`src/rtl/dcache_port_arb.sv`:
```
// Arbitrates LSQ loads, committed stores and an aux reader onto the single dcache port, and routes
// in-order read responses back through an epoch-tagged FIFO. Optional store anti-starvation: DCACHE_ARB_STARVE_EN.
module dcache_port_arb #(
  parameter int DEPTH        = 8,
  parameter int STARVE_LIMIT = 16
) (
  input  logic        clk,
  input  logic        rst,
  input  logic        ld_req,
  output logic        ld_ready,
  input  logic [3:0]  ld_op,
  input  logic [31:0] ld_addr,
  input  logic [4:0]  ld_lsqid,
  input  logic        st_req,
  output logic        st_ready,
  input  logic [3:0]  st_op,
  input  logic [31:0] st_addr,
  input  logic [31:0] st_wdata,
  input  logic        ax_req,
  output logic        ax_ready,
  input  logic [31:0] ax_addr,
  output logic        dc_req,
  output logic [3:0]  dc_op,
  output logic [31:0] dc_addr,
  output logic [31:0] dc_wdata,
  output logic [4:0]  dc_lsqid,
  input  logic        dcache_ready,
  input  logic        dcache_valid,
  input  logic        dcache_error,
  input  logic [31:0] dcache_rdata,
  input  logic        flush,
  output logic        ld_rsp_valid,
  output logic        ld_rsp_error,
  output logic [4:0]  ld_rsp_lsqid,
  output logic [31:0] ld_rsp_rdata,
  output logic        ax_rsp_valid,
  output logic        ax_rsp_error,
  output logic [31:0] ax_rsp_rdata,
  output logic        arb_err
);

  localparam int AW = $clog2(DEPTH);

  if (DEPTH < 2 || (DEPTH & (DEPTH - 1)) != 0) begin : g_bad_depth
    $error("dcache_port_arb: DEPTH must be a power of 2 and >= 2");
  end
  if (STARVE_LIMIT < 1) begin : g_bad_limit
    $error("dcache_port_arb: STARVE_LIMIT must be >= 1");
  end

  typedef enum logic [1:0] {G_NONE, G_LD, G_ST, G_AX} grant_e;

  typedef struct packed {
    logic       ax;
    logic [4:0] lsqid;
    logic       epoch;
  } tag_t;

  tag_t        fifo_mem [DEPTH];
  tag_t        head;
  logic [AW:0] wr_ptr, rd_ptr, count;
  logic        epoch;
  logic        empty, pop, push, has_space, promote;
  grant_e      grant;

  assign count     = wr_ptr - rd_ptr;
  assign empty     = (count == '0);
  assign pop       = dcache_valid & ~empty;
  // Space is judged after this cycle's pop so a full FIFO can pop and push together.
  assign has_space = (count - (AW+1)'(pop)) < (AW+1)'(DEPTH);
  assign head      = fifo_mem[rd_ptr[AW-1:0]];

`ifdef DCACHE_ARB_STARVE_EN
  localparam int CW = $clog2(STARVE_LIMIT + 1);
  logic [CW-1:0] starve_cnt;

  assign promote = (starve_cnt == CW'(STARVE_LIMIT));

  always_ff @(posedge clk or posedge rst) begin
    if (rst)                      starve_cnt <= '0;
    else if (!st_req || st_ready) starve_cnt <= '0;
    else if (!promote)            starve_cnt <= starve_cnt + CW'(1);
  end
`else
  assign promote = 1'b0;
`endif

  // NOTE: every signal written here gets a default first, so no path can infer a latch.
  always_comb begin
    grant = G_NONE;
    if (promote && st_req)                   grant = G_ST;
    else if (ld_req && !flush && has_space)  grant = G_LD;
    else if (st_req)                         grant = G_ST;
    else if (ax_req && has_space)            grant = G_AX;
    if (rst) grant = G_NONE;
  end

  assign ld_ready = (grant == G_LD) & dcache_ready;
  assign st_ready = (grant == G_ST) & dcache_ready;
  assign ax_ready = (grant == G_AX) & dcache_ready;
  assign dc_req   = (grant != G_NONE);
  assign dc_wdata = st_wdata;
  assign dc_lsqid = (grant == G_LD) ? ld_lsqid : 5'd0;
  assign push     = ld_ready | ax_ready;

  always_comb begin
    dc_op   = 4'b0010;
    dc_addr = ax_addr;
    case (grant)
      G_LD:    begin dc_op = ld_op; dc_addr = ld_addr; end
      G_ST:    begin dc_op = st_op; dc_addr = st_addr; end
      default: ;
    endcase
  end

  assign ld_rsp_valid = pop & ~head.ax & (head.epoch == epoch) & ~rst;
  assign ld_rsp_error = dcache_error;
  assign ld_rsp_lsqid = head.lsqid;
  assign ld_rsp_rdata = dcache_rdata;
  assign ax_rsp_valid = pop & head.ax & ~rst;
  assign ax_rsp_error = dcache_error;
  assign ax_rsp_rdata = dcache_rdata;

  // NOTE: the tag storage has no reset; the pointers alone define which entries are live.
  always_ff @(posedge clk) begin
    if (push) begin
      fifo_mem[wr_ptr[AW-1:0]] <= '{ax: (grant == G_AX), lsqid: dc_lsqid, epoch: epoch};
    end
  end

  // NOTE: state registers use non-blocking assignments so every flop samples pre-edge values.
  always_ff @(posedge clk or posedge rst) begin
    if (rst) begin
      wr_ptr  <= '0;
      rd_ptr  <= '0;
      epoch   <= 1'b0;
      arb_err <= 1'b0;
    end else begin
      if (push)                  wr_ptr  <= wr_ptr + (AW+1)'(1);
      if (pop)                   rd_ptr  <= rd_ptr + (AW+1)'(1);
      if (flush)                 epoch   <= ~epoch;
      if (dcache_valid && empty) arb_err <= 1'b1;
    end
  end

endmodule

```
`config.mk`:
```
export PLATFORM = sky130hd
export DESIGN_NAME = dcache_port_arb
export DESIGN_NICKNAME = d
export VERILOG_FILES = /design/src/rtl/dcache_port_arb.sv
export SDC_FILE = /design/constraint.sdc
export NUM_CORES = 1
export LEC_CHECK = 0
export CAP_MARGIN = 0
export CORE_AREA = 2 2 129 131
export DETAILED_ROUTE_END_ITERATION = 10
export DIE_AREA = 0 0 131 133
export MAX_ROUTING_LAYER = met4
export PLACE_DENSITY = 0.66
export SYNTH_ARGS = -nofsm -noshare
export SYNTH_HDL_FRONTEND = slang
export SYNTH_SLANG_ARGS = --single-unit
```
`constraint.sdc`:
```
create_clock -name clk -period 10.3 [get_ports clk]
set_clock_uncertainty 0.2 [all_clocks]
set_input_delay 1.03 -clock clk [delete_from_list [all_inputs] [get_ports clk]]
set_output_delay 1.03 -clock clk [all_outputs]
set_load 0.01 [all_outputs]
```
==> results of run 1 <==
==> worst min path at each step <==
stage | cells after the start | slack, ps | endpoint
2_1_floorplan | 1 | 300 | rd_ptr[3]
3_3_place_gp | 2 | 260 | arb_err
3_5_place_dp | 2 | 290 | arb_err
4_1_cts | 2 | 300 | arb_err
5_1_grt | 2 | 320 | arb_err
6_report | 2 | 290 | arb_err
==> report_power, final <==
part | switching, uW | internal, uW | leakage (uW) | total, uW
clock | 107 | 236 | 0.000167 | 343
sequential | 67.2 | 328 | 0.000635 | 396
combinational | 409 | 405 | 0.00129 | 814
total | 584 | 969 | 0.00210 | 1550
==> Yosys cell counts, drive strengths merged, types with 3 or more instances <==
library cell and count:
nor2 9, a21oi 4, and2 10, clkbuf 17
o21ai 33, mux4 14, nand2b 3, edfxtp 56
inv 10, nor3 4, buf 103, nand2 56
a22oi 35, dfrtp 10, xor2 4, nand3 5
ha 9, xnor2 6
==> registers in the layout, indices dropped and copies added (netlist names) <==
signal / flops
wr_ptr: 4
fifo_mem: 56
rd_ptr: 4
arb_err: 1
epoch: 1
==> worst max-delay path: stages (launching register included) <==
cell,delay (ps)
dfrtp_1,1030
ha_1,340
fa_1,210
xor2_1,190
nand4_1,250
o21ai_4,200
a21oi_1,130
a211oi_1,340
ha_1,680
buf_4,350
a22oi_1,100
o21ai_0,240
clkdlybuf4s50_1,580
==> cell type report <==
cell class	count	area, sq um	share of cell area, %
sequential	66	1930	32.9
timing repair buffer	173	1720	29.3
multi-input combinational	210	1560	26.6
tap	220	275	4.69
clock buffer	9	225	3.84
clock inverter	7	116	1.98
inverter	10	37.5	0.640
==> layer usage <==
layer	vias up	wire length, microns	global-route usage (%)
met5	-	0	-
met4	0	104	3.72
met3	9	2300	12.8
met2	237	7170	26.9
met1	1581	7290	25.0
li1	1486	-	-
==> per-stage QoR <==
step           area [sq um]  util (%)  std cells
6_report               5870      36.3        695
3_5_place_dp           5530      34.2        679
2_1_floorplan          4350         -        406
3_3_place_gp           5530      34.2        679
5_1_grt                5870      36.3        695
4_1_cts                5870      36.3        695
==> cells by family after synthesis <==
family	synth area share [%]
buffers and inverters	19.9
and+or+nand+nor	9.93
AOI/OAI and AO/OA	12.2
DFF	44.4
muxes	8.49
xor gates and xnor gates	2.01
adders and majority gates	3.05
==> results_dict.tcl, run 1 <==
set metrics [dict create \
    status "complete, no violations" \
    layout_setup_ws_ps 4090 \
    rrSetupSlack_ps 6150 \
    first_pass_iters 4 \
    irDropWorstVdd_uv 123 \
    grt_pass1_wl_microns 23400 \
    syn_avg_cell_area_sq_um 10.7 \
    ys_seq_area_share_pct 44.4 \
    initial_core_util_pct 26.9 \
    reg2reg_from "rd_ptr[0]" \
    relSlewSlack_pct 19.5 \
    layout_commonest_cell "clkdlybuf4s50_1" \
    dp_slack_ps 4410 \
    cts_tree "yes" \
    synth_warnings 0 \
    critical_path_class "reg -> out" \
    cts.sinks 66 \
    post_cts_buffers 0 \
    design.core.area_sq_um 16200 \
    tightest_slew_ps 1200 \
    maxCapViolCount 0 \
    synth_top_flop_cell "edfxtp_1" \
    ys_seq_elements 66 \
    io_buffers 169 \
    min_period_ps 6210 \
    holdBufCountCts 0 \
    yosysTopAreaCell "edfxtp_1" \
    synth_area_sq_um 4350 \
    die_area_sq_um 17400 \
    r2r_cells 8 \
    synth.area.top_cells "edfxtp_1 39%, buf_4 17%, a22oi_1 6.0%" \
    wire_per_inst_microns 24.3 \
    antenna_cells 0 \
    vias_per_cell 4.77 \
    cp_data_required_time_ps 9070 \
    worst_setup_path_end_kind "primary output" \
    drive_above_1_share_pct 8.63 \
    gp_congestion 0.938 \
    grt_max_degree 69 \
    cts_htree_levels 3 \
    worstPathArrival_ps 4980 \
    fin_tns_setup_ps 0 \
    finalCritPeriodShare_pct 60.3 \
    drt_iter0_drc 201 \
    report.final.slew_viol_count 0 \
    synth_cell_types 43 \
    hp-start "arb_err" \
    startpoint_type "flip-flop" \
    synthArstFlopShare_pct 15.2 \
    num_vias 3313 \
    whs_ps 291 \
    insertion_delay_ps 320 \
    cp-startpoint "rd_ptr[0]" \
    postCtsResizedCells 0 \
    rr_endpoint "fifo_mem[6][2]" \
    ios 333 \
    fillers 1581 \
    synth_edf_count 56 \
    p_leak_uw 0.00210 \
    critPathMaxFanout 20 \
    final_cell_mix "169 x clkdlybuf4s50_1, 56 x edfxtp_1, 55 x nand2_1, 35 x a22oi_1, 32 x o21ai_0" \
    layout.nets 662 \
    synthCells 406 \
    drc 0 \
    rsz0062_at_grt "false" \
    grtUsageTotal_pct 19.8 \
    finalPower_uw 1550 \
    clock-root-buffer "clkbuf_16" \
    antenna_found_initial 0 \
    dp_hpwl_microns 13700 \
    numCtsBuffers 9 \
    area_delta_synth_final_pct 35.0 \
    cts_max_path_buffers 2 \
    yosysTopAreaCellShare_pct 38.7 \
    fmax_ghz 0.161 \
    fp.dieH_microns 133 \
    finalWirelength_microns 16900 \
    hp-class "reg -> reg" \
    endpoint "dc_addr[25]" \
    ant_nets 0 \
    clk_pin_slew_ps 60 \
    die_w_microns 131 \
    num_rows 47 \
    globalRoute.totalOverflow 0 \
    hold_violations 0 \
    synth_fp_nets 598 \
    grt_pass1_vias 3331 \
    pwr_density_cell_nw_per_um2 265 \
    setup_viol 0 \
]
(Power assumes the default switching activity.)
==> inputs of run 2 (changes only) <==
--- a/config.mk
+++ b/config.mk
@@ -10,7 +10,7 @@
 export DETAILED_ROUTE_END_ITERATION = 10
 export DIE_AREA = 0 0 131 133
 export MAX_ROUTING_LAYER = met4
-export PLACE_DENSITY = 0.66
+export PLACE_DENSITY = 0.69
 export SYNTH_ARGS = -nofsm -noshare
 export SYNTH_HDL_FRONTEND = slang
 export SYNTH_SLANG_ARGS = --single-unit
==> constraint.sdc (replaced) <==
create_clock -name clk -period 5.7 [get_ports clk]
set_clock_uncertainty 0.2 [all_clocks]
set_input_delay 0.57 -clock clk [delete_from_list [all_inputs] [get_ports clk]]
set_output_delay 0.57 -clock clk [all_outputs]
set_load 0.01 [all_outputs]
==> results_dict.tcl, run 2 (synthesis gave the netlist of run 1 again) <==
set metrics [dict create \
    fillers 1592 \
    hold_violations 0 \
    critical_path_class "reg -> out" \
    post_cts_buffers 0 \
    routedLengthMet1_microns 6800 \
    final_util_pct 36.0 \
    path_cells "inv_1 > ha_1 > nand3b_1 > a21oi_2 > o21ai_4 > a21oi_1 > a211o_1 > ha_2 > a22oi_1 > o21ai_0 > clkdlybuf4s50_1" \
    die_w_microns 131 \
    postCtsResizedCells 0 \
    cts_tree "yes" \
    gp_congestion 0.838 \
    dp_hpwl_microns 13100 \
    holdBufCountCts 0 \
    final_cell_mix "169 x clkdlybuf4s50_1, 56 x edfxtp_1, 55 x nand2_1, 35 x a22oi_1, 32 x o21ai_0" \
    pwr_density_cell_nw_per_um2 466 \
    fp.dieH_microns 133 \
    hp-class "reg -> reg" \
    first_pass_iters 4 \
    largest_register_ffs 56 \
    design.core.area_sq_um 16200 \
    die_area_sq_um 17400 \
    finalCritPeriodShare_pct 93.9 \
    fmax_ghz 0.187 \
    clock-root-buffer "clkbuf_16" \
    regArea_sq_um 1930 \
    critPathBufInv 2 \
    wl_met2_microns 7070 \
    cp_data_required_time_ps 4930 \
    finalWirelength_microns 16200 \
    tightest_slew_ps 1230 \
    maxCapViolCount 0 \
    startpoint_type "flip-flop" \
    cts_htree_levels 3 \
    worstPathArrival_ps 4580 \
    drc 0 \
    report.final.slew_viol_count 0 \
    grt_pass1_vias 3354 \
    rsz0062_at_grt "false" \
    cpPeakStageDelay_ps 860 \
    place_area_sq_um 5530 \
    design_area_sq_um 5820 \
    numCtsBuffers 9 \
    min_period_ps 5350 \
    status "complete, no violations" \
    critPathMaxFanout 42 \
    initial_core_util_pct 26.9 \
    cts.sinks 66 \
    antenna_found_initial 2 \
    dr_wl_met3_microns 2110 \
    layout_commonest_cell "clkdlybuf4s50_1" \
    num_vias 3244 \
    irDropWorstVdd_uv 229 \
    insertion_delay_ps 330 \
    grt_pass1_wl_microns 22600 \
    worst_setup_path_end_kind "primary output" \
    drive_above_1_share_pct 8.00 \
    multi_input_area_sq_um 1560 \
    area_delta_synth_final_pct 33.8 \
    fin_tns_setup_ps 0 \
    p_leak_uw 0.00206 \
    wire_per_inst_microns 23.2 \
    grt_max_degree 67 \
    cp_top_family "compound AO/OA/AOI/OAI gates" \
    dr.max_layer_used "met4" \
    clk_pin_slew_ps 50 \
    io_buffers 169 \
    num_rows 47 \
    ios 333 \
    ant_nets 0 \
    drt_iter0_drc 147 \
    cts_max_path_buffers 2 \
    globalRoute.totalOverflow 0 \
    vias_per_cell 4.65 \
    slowest_stage "dfrtp_1" \
    relSlewSlack_pct 17.1 \
    layout.nets 662 \
    setup_viol 0 \
    rrSetupSlack_ps 1790 \
    grtUsageTotal_pct 19.0 \
]
==> run 2: cell types whose count changed in the layout (fill, tap and decap cells not counted) <==
cell / before / now
bufinv_16: 3 / 1
clkinv_2: 1 / 0
clkinvlp_4: 0 / 1
clkinv_1: 1 / 3
inv_6: 1 / 0
diode_2: 0 / 2
clkbuf_1: 0 / 1
==> run 2: through the flow <==
stage	worst slack, ps	cells	hold slack (ps)	power (uW)
global placement	829	679	285	2170
global route	29.9	697	302	2890
finish	346	697	285	2710
detailed placement	664	679	289	2210
floorplan	1570	406	218	1600
CTS	296	695	300	2750
==> run 2: where the power goes <==
part | internal, uW | total [uW] | switching [uW]
sequential | 594 | 684 | 89.1
clock | 334 | 521 | 187
combinational | 740 | 1510 | 768
total | 1670 | 2710 | 1040
==> run 2: worst paths after layout <==
path,start,to,depth (start not counted)
worst max-delay path,rd_ptr[1],dc_addr[3],11
worst min-delay path,arb_err,arb_err,2
worst max register to register,rd_ptr[1],fifo_mem[4][3],9
worst min register to register,arb_err,arb_err,2
max in group asynchronous,rst,rd_ptr[3],2
min in group asynchronous,rst,wr_ptr[0],2
==> run 2: cell type report <==
class                      instances  share of cell area, %
multi-input combinational        210                   26.8
antenna                            2                 0.0860
clock inverter                     6                  0.989
timing repair buffer             173                   29.6
tap                              220                   4.73
sequential                        66                   33.2
inverter                          10                  0.645
clock buffer                      10                   3.94
==> run 2: worst reg2reg max path, stage by stage, from the launching register on <==
cell	delay (ps)
dfrtp_1	860
inv_1	130
ha_1	320
nand3b_1	140
a21oi_2	330
o21ai_4	140
a21oi_1	210
a211o_1	160
ha_2	740
and2_1	460
==> run 2: routing by layer <==
metal | up-vias | global-route usage [%]
met5 | - | -
met4 | 0 | 5.02
met3 | 15 | 11.4
met2 | 230 | 26.7
met1 | 1514 | 23.1
li1 | 1485 | -
